File: config.mk
export PLATFORM = sky130hd
export DESIGN_NAME = axis_endian_converter
export DESIGN_NICKNAME = d
export VERILOG_FILES = /design/src/rtl/endian_conv_pkg.sv /design/src/rtl/axis_skid_buffer.sv /design/src/rtl/axis_endian_converter.sv
export SDC_FILE = /design/constraint.sdc
export NUM_CORES = 2
export LEC_CHECK = 0
export BUFFER_PORTS_ARGS = -buffer_cell sky130_fd_sc_hd__buf_4
export CAP_MARGIN = 20
export CELL_PAD_IN_SITES_DETAIL_PLACEMENT = 0
export CELL_PAD_IN_SITES_GLOBAL_PLACEMENT = 1
export CORE_UTILIZATION = 38
export DETAILED_ROUTE_END_ITERATION = 6
export MAX_ROUTING_LAYER = met4
export PLACE_DENSITY_LB_ADDON = 0.12
export SYNTH_ARGS = -nofsm -noshare
export SYNTH_HDL_FRONTEND = slang
export SYNTH_SLANG_ARGS = --single-unit
File: constraint.sdc
create_clock -name clk -period 2 [get_ports clk]
set_input_delay 0.3 -clock clk [delete_from_list [all_inputs] [get_ports clk]]
set_output_delay 0.3 -clock clk [all_outputs]
set_load 0.01 [all_outputs]
File: src/rtl/endian_conv_pkg.sv
// Shared definitions for the AXI4-Stream endian converter.
// Holds swap-mode codes, the packet FSM encoding and a byte-source helper.
// Build option: ENDIAN_CONV_STATS_EN (consumed by the top level only).
package endian_conv_pkg;

  localparam logic [1:0] SWAP_BYPASS     = 2'd0;
  localparam logic [1:0] SWAP_FULL       = 2'd1;
  localparam logic [1:0] SWAP_IN_WORD    = 2'd2;
  localparam logic [1:0] SWAP_WORD_ORDER = 2'd3;

  typedef enum logic {
    ST_IDLE   = 1'b0,
    ST_IN_PKT = 1'b1
  } pkt_state_t;

  // Index of the input byte that lands on output byte idx for a given mode.
  function automatic int unsigned src_byte(input logic [1:0] mode,
                                           input int unsigned idx,
                                           input int unsigned nbytes,
                                           input int unsigned wbytes);
    int unsigned word_idx;
    int unsigned byte_in_word;
    word_idx     = idx / wbytes;
    byte_in_word = idx % wbytes;
    case (mode)
      SWAP_FULL:       return nbytes - 1 - idx;
      SWAP_IN_WORD:    return word_idx * wbytes + (wbytes - 1 - byte_in_word);
      SWAP_WORD_ORDER: return ((nbytes / wbytes) - 1 - word_idx) * wbytes + byte_in_word;
      default:         return idx;
    endcase
  endfunction

endpackage

File: src/rtl/axis_skid_buffer.sv
// Two-entry register slice: output register plus one skid register.
// Latency: 1 cycle from accept to m_valid; 1 beat/clk sustained.
// Backpressure: s_ready is registered (= !skid occupied), never combinational on m_ready.
module axis_skid_buffer #(
  parameter int WIDTH = 8
) (
  input  logic             clk,
  input  logic             reset,
  input  logic             s_valid,
  output logic             s_ready,
  input  logic [WIDTH-1:0] s_data,
  output logic             m_valid,
  input  logic             m_ready,
  output logic [WIDTH-1:0] m_data
);

  logic             skid_valid;
  logic [WIDTH-1:0] skid_data;
  logic             accept;
  logic             out_free;
  logic             skid_next;

  assign accept   = s_valid && s_ready;
  assign out_free = !m_valid || m_ready;

  // Skid register is occupied next cycle only if the output is stuck and something is (or was) parked.
  always_comb begin
    skid_next = 1'b0;
    if (!out_free) begin
      skid_next = skid_valid || accept;
    end
  end

  // Output/skid register updates; ready tracks the future skid occupancy.
  always_ff @(posedge clk) begin
    if (reset) begin
      m_valid    <= 1'b0;
      m_data     <= '0;
      skid_valid <= 1'b0;
      skid_data  <= '0;
      s_ready    <= 1'b0;
    end else begin
      if (out_free) begin
        if (skid_valid) begin
          m_valid    <= 1'b1;
          m_data     <= skid_data;
          skid_valid <= 1'b0;
        end else if (accept) begin
          m_valid <= 1'b1;
          m_data  <= s_data;
        end else begin
          m_valid <= 1'b0;
        end
      end else if (accept) begin
        skid_valid <= 1'b1;
        skid_data  <= s_data;
      end
      s_ready <= !skid_next;
    end
  end

endmodule

File: src/rtl/axis_endian_converter.sv
// AXI4-Stream byte-order converter with per-packet latched swap mode.
// Latency: 1 cycle accept-to-output, 1 beat/clk; conversion done before storage.
// Backpressure: 2-entry skid; s_axis_tready registered. Option: ENDIAN_CONV_STATS_EN adds counters.
module axis_endian_converter
  import endian_conv_pkg::*;
#(
  parameter int C_AXIS_DATA_WIDTH  = 256,
  parameter int C_AXIS_TUSER_WIDTH = 128,
  parameter int WORD_BYTES         = 4
) (
  input  logic                            clk,
  input  logic                            reset,
  input  logic [1:0]                      swap_mode,
  input  logic [C_AXIS_DATA_WIDTH-1:0]    s_axis_tdata,
  input  logic [C_AXIS_DATA_WIDTH/8-1:0]  s_axis_tstrb,
  input  logic [C_AXIS_TUSER_WIDTH-1:0]   s_axis_tuser,
  input  logic                            s_axis_tvalid,
  output logic                            s_axis_tready,
  input  logic                            s_axis_tlast,
  output logic [C_AXIS_DATA_WIDTH-1:0]    m_axis_tdata,
  output logic [C_AXIS_DATA_WIDTH/8-1:0]  m_axis_tstrb,
  output logic [C_AXIS_TUSER_WIDTH-1:0]   m_axis_tuser,
  output logic                            m_axis_tvalid,
  input  logic                            m_axis_tready,
  output logic                            m_axis_tlast
`ifdef ENDIAN_CONV_STATS_EN
  ,
  output logic [31:0]                     pkt_count,
  output logic [31:0]                     beat_count
`endif
);

  localparam int DW     = C_AXIS_DATA_WIDTH;
  localparam int UW     = C_AXIS_TUSER_WIDTH;
  localparam int NBYTES = DW / 8;
  localparam int PW     = 1 + UW + NBYTES + DW;

  if ((DW % 8) != 0) begin : g_bad_dw
    $error("C_AXIS_DATA_WIDTH must be a multiple of 8");
  end
  if ((WORD_BYTES <= 0) || ((NBYTES % WORD_BYTES) != 0)) begin : g_bad_word
    $error("WORD_BYTES must divide C_AXIS_DATA_WIDTH/8");
  end

  pkt_state_t       state;
  pkt_state_t       state_next;
  logic [1:0]       mode_q;
  logic [1:0]       mode_next;
  logic [1:0]       eff_mode;
  logic             accept;
  logic [DW-1:0]    data_conv;
  logic [NBYTES-1:0] strb_conv;
  logic [PW-1:0]    s_payload;
  logic [PW-1:0]    m_payload;

  assign accept = s_axis_tvalid && s_axis_tready;

  // Mode latch: first beat of a packet samples swap_mode, later beats reuse it.
  always_comb begin
    state_next = state;
    mode_next  = mode_q;
    eff_mode   = mode_q;
    case (state)
      ST_IDLE: begin
        eff_mode = swap_mode;
        if (accept) begin
          mode_next  = swap_mode;
          state_next = s_axis_tlast ? ST_IDLE : ST_IN_PKT;
        end
      end
      ST_IN_PKT: begin
        if (accept && s_axis_tlast) begin
          state_next = ST_IDLE;
        end
      end
      default: state_next = ST_IDLE;
    endcase
  end

  // Packet FSM and latched mode registers.
  always_ff @(posedge clk) begin
    if (reset) begin
      state  <= ST_IDLE;
      mode_q <= SWAP_BYPASS;
    end else begin
      state  <= state_next;
      mode_q <= mode_next;
    end
  end

  // Byte permutation network: each output byte picks from four fixed sources.
  for (genvar i = 0; i < NBYTES; i++) begin : g_perm
    localparam int unsigned SRC_FULL = src_byte(SWAP_FULL, i, NBYTES, WORD_BYTES);
    localparam int unsigned SRC_WORD = src_byte(SWAP_IN_WORD, i, NBYTES, WORD_BYTES);
    localparam int unsigned SRC_ORD  = src_byte(SWAP_WORD_ORDER, i, NBYTES, WORD_BYTES);

    logic [7:0] byte_sel;
    logic       strb_sel;

    // Select this output byte (and its strobe) by the active mode.
    always_comb begin
      byte_sel = s_axis_tdata[i*8 +: 8];
      strb_sel = s_axis_tstrb[i];
      case (eff_mode)
        SWAP_FULL: begin
          byte_sel = s_axis_tdata[SRC_FULL*8 +: 8];
          strb_sel = s_axis_tstrb[SRC_FULL];
        end
        SWAP_IN_WORD: begin
          byte_sel = s_axis_tdata[SRC_WORD*8 +: 8];
          strb_sel = s_axis_tstrb[SRC_WORD];
        end
        SWAP_WORD_ORDER: begin
          byte_sel = s_axis_tdata[SRC_ORD*8 +: 8];
          strb_sel = s_axis_tstrb[SRC_ORD];
        end
        default: ;
      endcase
    end

    assign data_conv[i*8 +: 8] = byte_sel;
    assign strb_conv[i]        = strb_sel;
  end

  assign s_payload = {s_axis_tlast, s_axis_tuser, strb_conv, data_conv};

  axis_skid_buffer #(
    .WIDTH (PW)
  ) u_skid (
    .clk     (clk),
    .reset   (reset),
    .s_valid (s_axis_tvalid),
    .s_ready (s_axis_tready),
    .s_data  (s_payload),
    .m_valid (m_axis_tvalid),
    .m_ready (m_axis_tready),
    .m_data  (m_payload)
  );

  assign {m_axis_tlast, m_axis_tuser, m_axis_tstrb, m_axis_tdata} = m_payload;

`ifdef ENDIAN_CONV_STATS_EN
  // Output-side transfer counters; wrap naturally at 2^32.
  always_ff @(posedge clk) begin
    if (reset) begin
      pkt_count  <= '0;
      beat_count <= '0;
    end else if (m_axis_tvalid && m_axis_tready) begin
      beat_count <= beat_count + 32'd1;
      if (m_axis_tlast) begin
        pkt_count <= pkt_count + 32'd1;
      end
    end
  end
`endif

endmodule

==> results.md <==
- Via count: ~35000
- Pwr Density: around 800 nW/um^2
- Worst setup SP type: register
- Largest net degree at the start of global routing: 99
- Yosys warning count: 0
- Outcome: complete, but fails checks
- RD Place Congestion: between 0.8 and 0.9
- Async SR Flop Fraction: 0%
- Setup CP Type: register to register
- Most common flop cell mapped by yosys: dfxtp_1
- Final setup violation count: 357
- Slew Viols, Final: 0
- Worst hold start: s_axis_tvalid
- Die height: 323.8 um
- Layout Skew: 22.92 ps
- Tcrit/Tclk final: 109.1%
- Slowest stage delay, CP: 510 ps
- Sequential element share of the synthesized area: 42.75%
- Width of the die: ~320 um
- Number of global-route vias before repair: 32020
- Hpwl dp: 98460 um
- Routed WL: roughly 140000 um
- Clk root buf: clkbuf_16
- Final worst slack: -181.2 ps
- Row count: 117
- Layout cell share with drive strength beyond 1: roughly 35%
- Cell taking the most area after synthesis: dfxtp_1
- TritonRoute pass-1 iters: 5
- Global-route wire length before repair: roughly 210000 um
- Most frequent cells after synthesis: dfxtp_1, nand2_1, nor2_1
- Fin crit period: between 2000 and 2500 ps
- Type of the tightest min-delay check: input port to register
- Max clock buf depth: 3
- Arr. time, crit path: roughly 2700 ps
- FF+latch count, synth: 840
- Htree depth: 3
- RSZ-0062 raised after global routing: true
- Failing checks: setup timing
- Synthesized Nets: around 4500
- Core Box Area: around 100000 sq um
- Crit path max-delay family: multiplexers
- Synth Instances: a little over 4000
- Leak pwr: between 0.02 and 0.025 uW
- Fmax: roughly 460 MHz
- CP Max Fanout: 6
- Clock sink count: 840
- Worst-path cell chain: mux2i_4, buf_12, buf_16, buf_6, buf_6, mux4_2, mux2i_1, a211oi_1
- Cell repeated most along the worst path: buf_6
- Full die area: 104800 sq um
- WP buf/inv: 4
- Worst slew pin tran: between 500 and 600 ps
- Worst-path clk slew: ~60 ps
- Initial core utilization: between 30% and 40%
- Util after Layout: between 50% and 60%
- Post-route antenna net violation count: 0
- Vias per cell: around 5.4
- CTS tree: built
- Buffers on Ports: ~840
- Slowest CP cell: mux4_2
- Netlist cell types: 19
- Total gr overflow: 0
- Final Hold Fails: 0
- Avg Cell Area, Syn: around 9.7 sq um
- Max_slew headroom: between 60 and 70%
- Skew-Pair Late Insertion Delay: just under 700 ps
- Worst vdd ir: 602.9 uV
- Critical Path RT: around 2500 ps
- Nets: between 5000 and 6000
- # DRC: 0
- Top cell type's share of synthesized area: between 40% and 50%
- Endpoint class of the critical path: register
- Initial antenna violation count: 23
- IO Pins: approximately 840
- Synth top area cells: dfxtp_1, mux4_2, mux2i_1
- Count leader, synth: dfxtp_1
- EDFF count, synth: 0
- Setup tns final: -26880 ps
- Max-Cap Viols: 0
- Area delta synth->final: 42.01%
- Global-route usage over all layers: around a quarter
- Synth Cell Area: roughly 39000 sq um
- CTS Buf Count: ~100
- Wire length per cell: approximately 22 um
- Drt first-iter violations: about 2200
-- routing by layer --
| metal | vias to the layer above | track usage, % | share of wire [%] |
|---|---|---|---|
| met5 | - | - | 0 |
| li1 | 16610 | - | - |
| met3 | 195 | 5.394 | 6.7 |
| met4 | 0 | 8.480 | 2.6 |
| met2 | 1079 | 41.60 | 47 |
| met1 | 17120 | 34.58 | 43 |
-- per-stage QoR --
stage               worst slack (ps)  hold WS (ps)  total power [uW]  area [sq um]  cells
global placement              -289.1         440.7             25710         48180   6058
floorplan                      5.299         436.0             22190         39340   4041
CTS                           -185.7        0.5316             45960         54490   6447
global route                  -245.9         70.15             47660         55870   6531
finish                        -181.2         49.17             45880         55870   6531
detailed placement            -324.4         446.1             25750         48180   6058
-- where the power goes --
part / total, uW / switching (uW) / internal [uW]
sequential: 18000 / 535 / 17500
clock: 19300 / 7530 / 11800
combinational: 8540 / 4070 / 4470
total: 45900 / 12100 / 33700
-- path summary, 6_finish.rpt --
check | slack, ps | cells after the start | to
setup / recovery | -180 | 8 | u_skid.m_data[185]
hold / removal | 50 | 4 | u_skid.skid_data[309]
setup reg to reg | -180 | 8 | u_skid.m_data[185]
hold reg to reg | 450 | 2 | u_skid.skid_data[21]
-- cells in the final DEF, fill, tap and decap left out, types with 13 or more instances in the layout --
master           n
a21oi_1        353
mux2i_2         16
mux4_2         288
diode_2         25
mux2i_4         15
nand2_1        765
a211oi_1       394
buf_8           13
mux2i_1        388
clkbuf_8        23
dfxtp_1        838
buf_16          29
dlygate4sd3_1  135
buf_6           32
nor2_1         422
a211oi_2        23
clkbuf_16      110
clkinv_2        22
buf_12          96
bufinv_16       13
clkbuf_1        20
nand2_2         72
buf_4          986
a21oi_2         69
-- state kept, by name, summed over array words and instances, names as in the netlist, named ones only --
name / flops
mode_q: 2
u_skid.skid_valid: 1
u_skid.m_data: 417
u_skid.m_valid: 1
u_skid.s_ready: 1
u_skid.skid_data: 417
-- worst register-to-register path: cells and delay by family (launching register included) --
kind,cells,cell delay (ps)
buffers and inverters,4,570
multiplexers,3,990
AO/OA/AOI/OAI,1,100
flip-flops,1,390
-- cell families after synthesis --
family          Yosys count  share of synthesized area [%]
flops                   840                          42.75
simple gates           1265                          12.09
mux                     707                          27.18
buf+inv                 388                          4.634
compound gates          841                          13.35
-- cell type report --
cell class                      count  area (sq um)
Sequential cell                   840         16820
Timing Repair Buffer             1300         12250
Clock buffer                      144          2919
Clock inverter                     41         576.8
Antenna cell                       25         62.56
Fill cell                        9343         46310
Tap cell                         1368          1712
Multi-Input combinational cell   2813         21520
-- repair_timing --
| action | in CTS | in global routing |
|---|---|---|
| setup buffers | 47 | 58 |
| gates resized for setup | 101 | 227 |
| gates cloned | 22 | 10 |
| hold buffers | 135 | 0 |
| endpoints found under the setup margin | 558 | 522 |
| endpoints found under the hold margin | 264 | 0 |
| pin swaps | 62 | 260 |
Power figures use the tool's default switching activity.
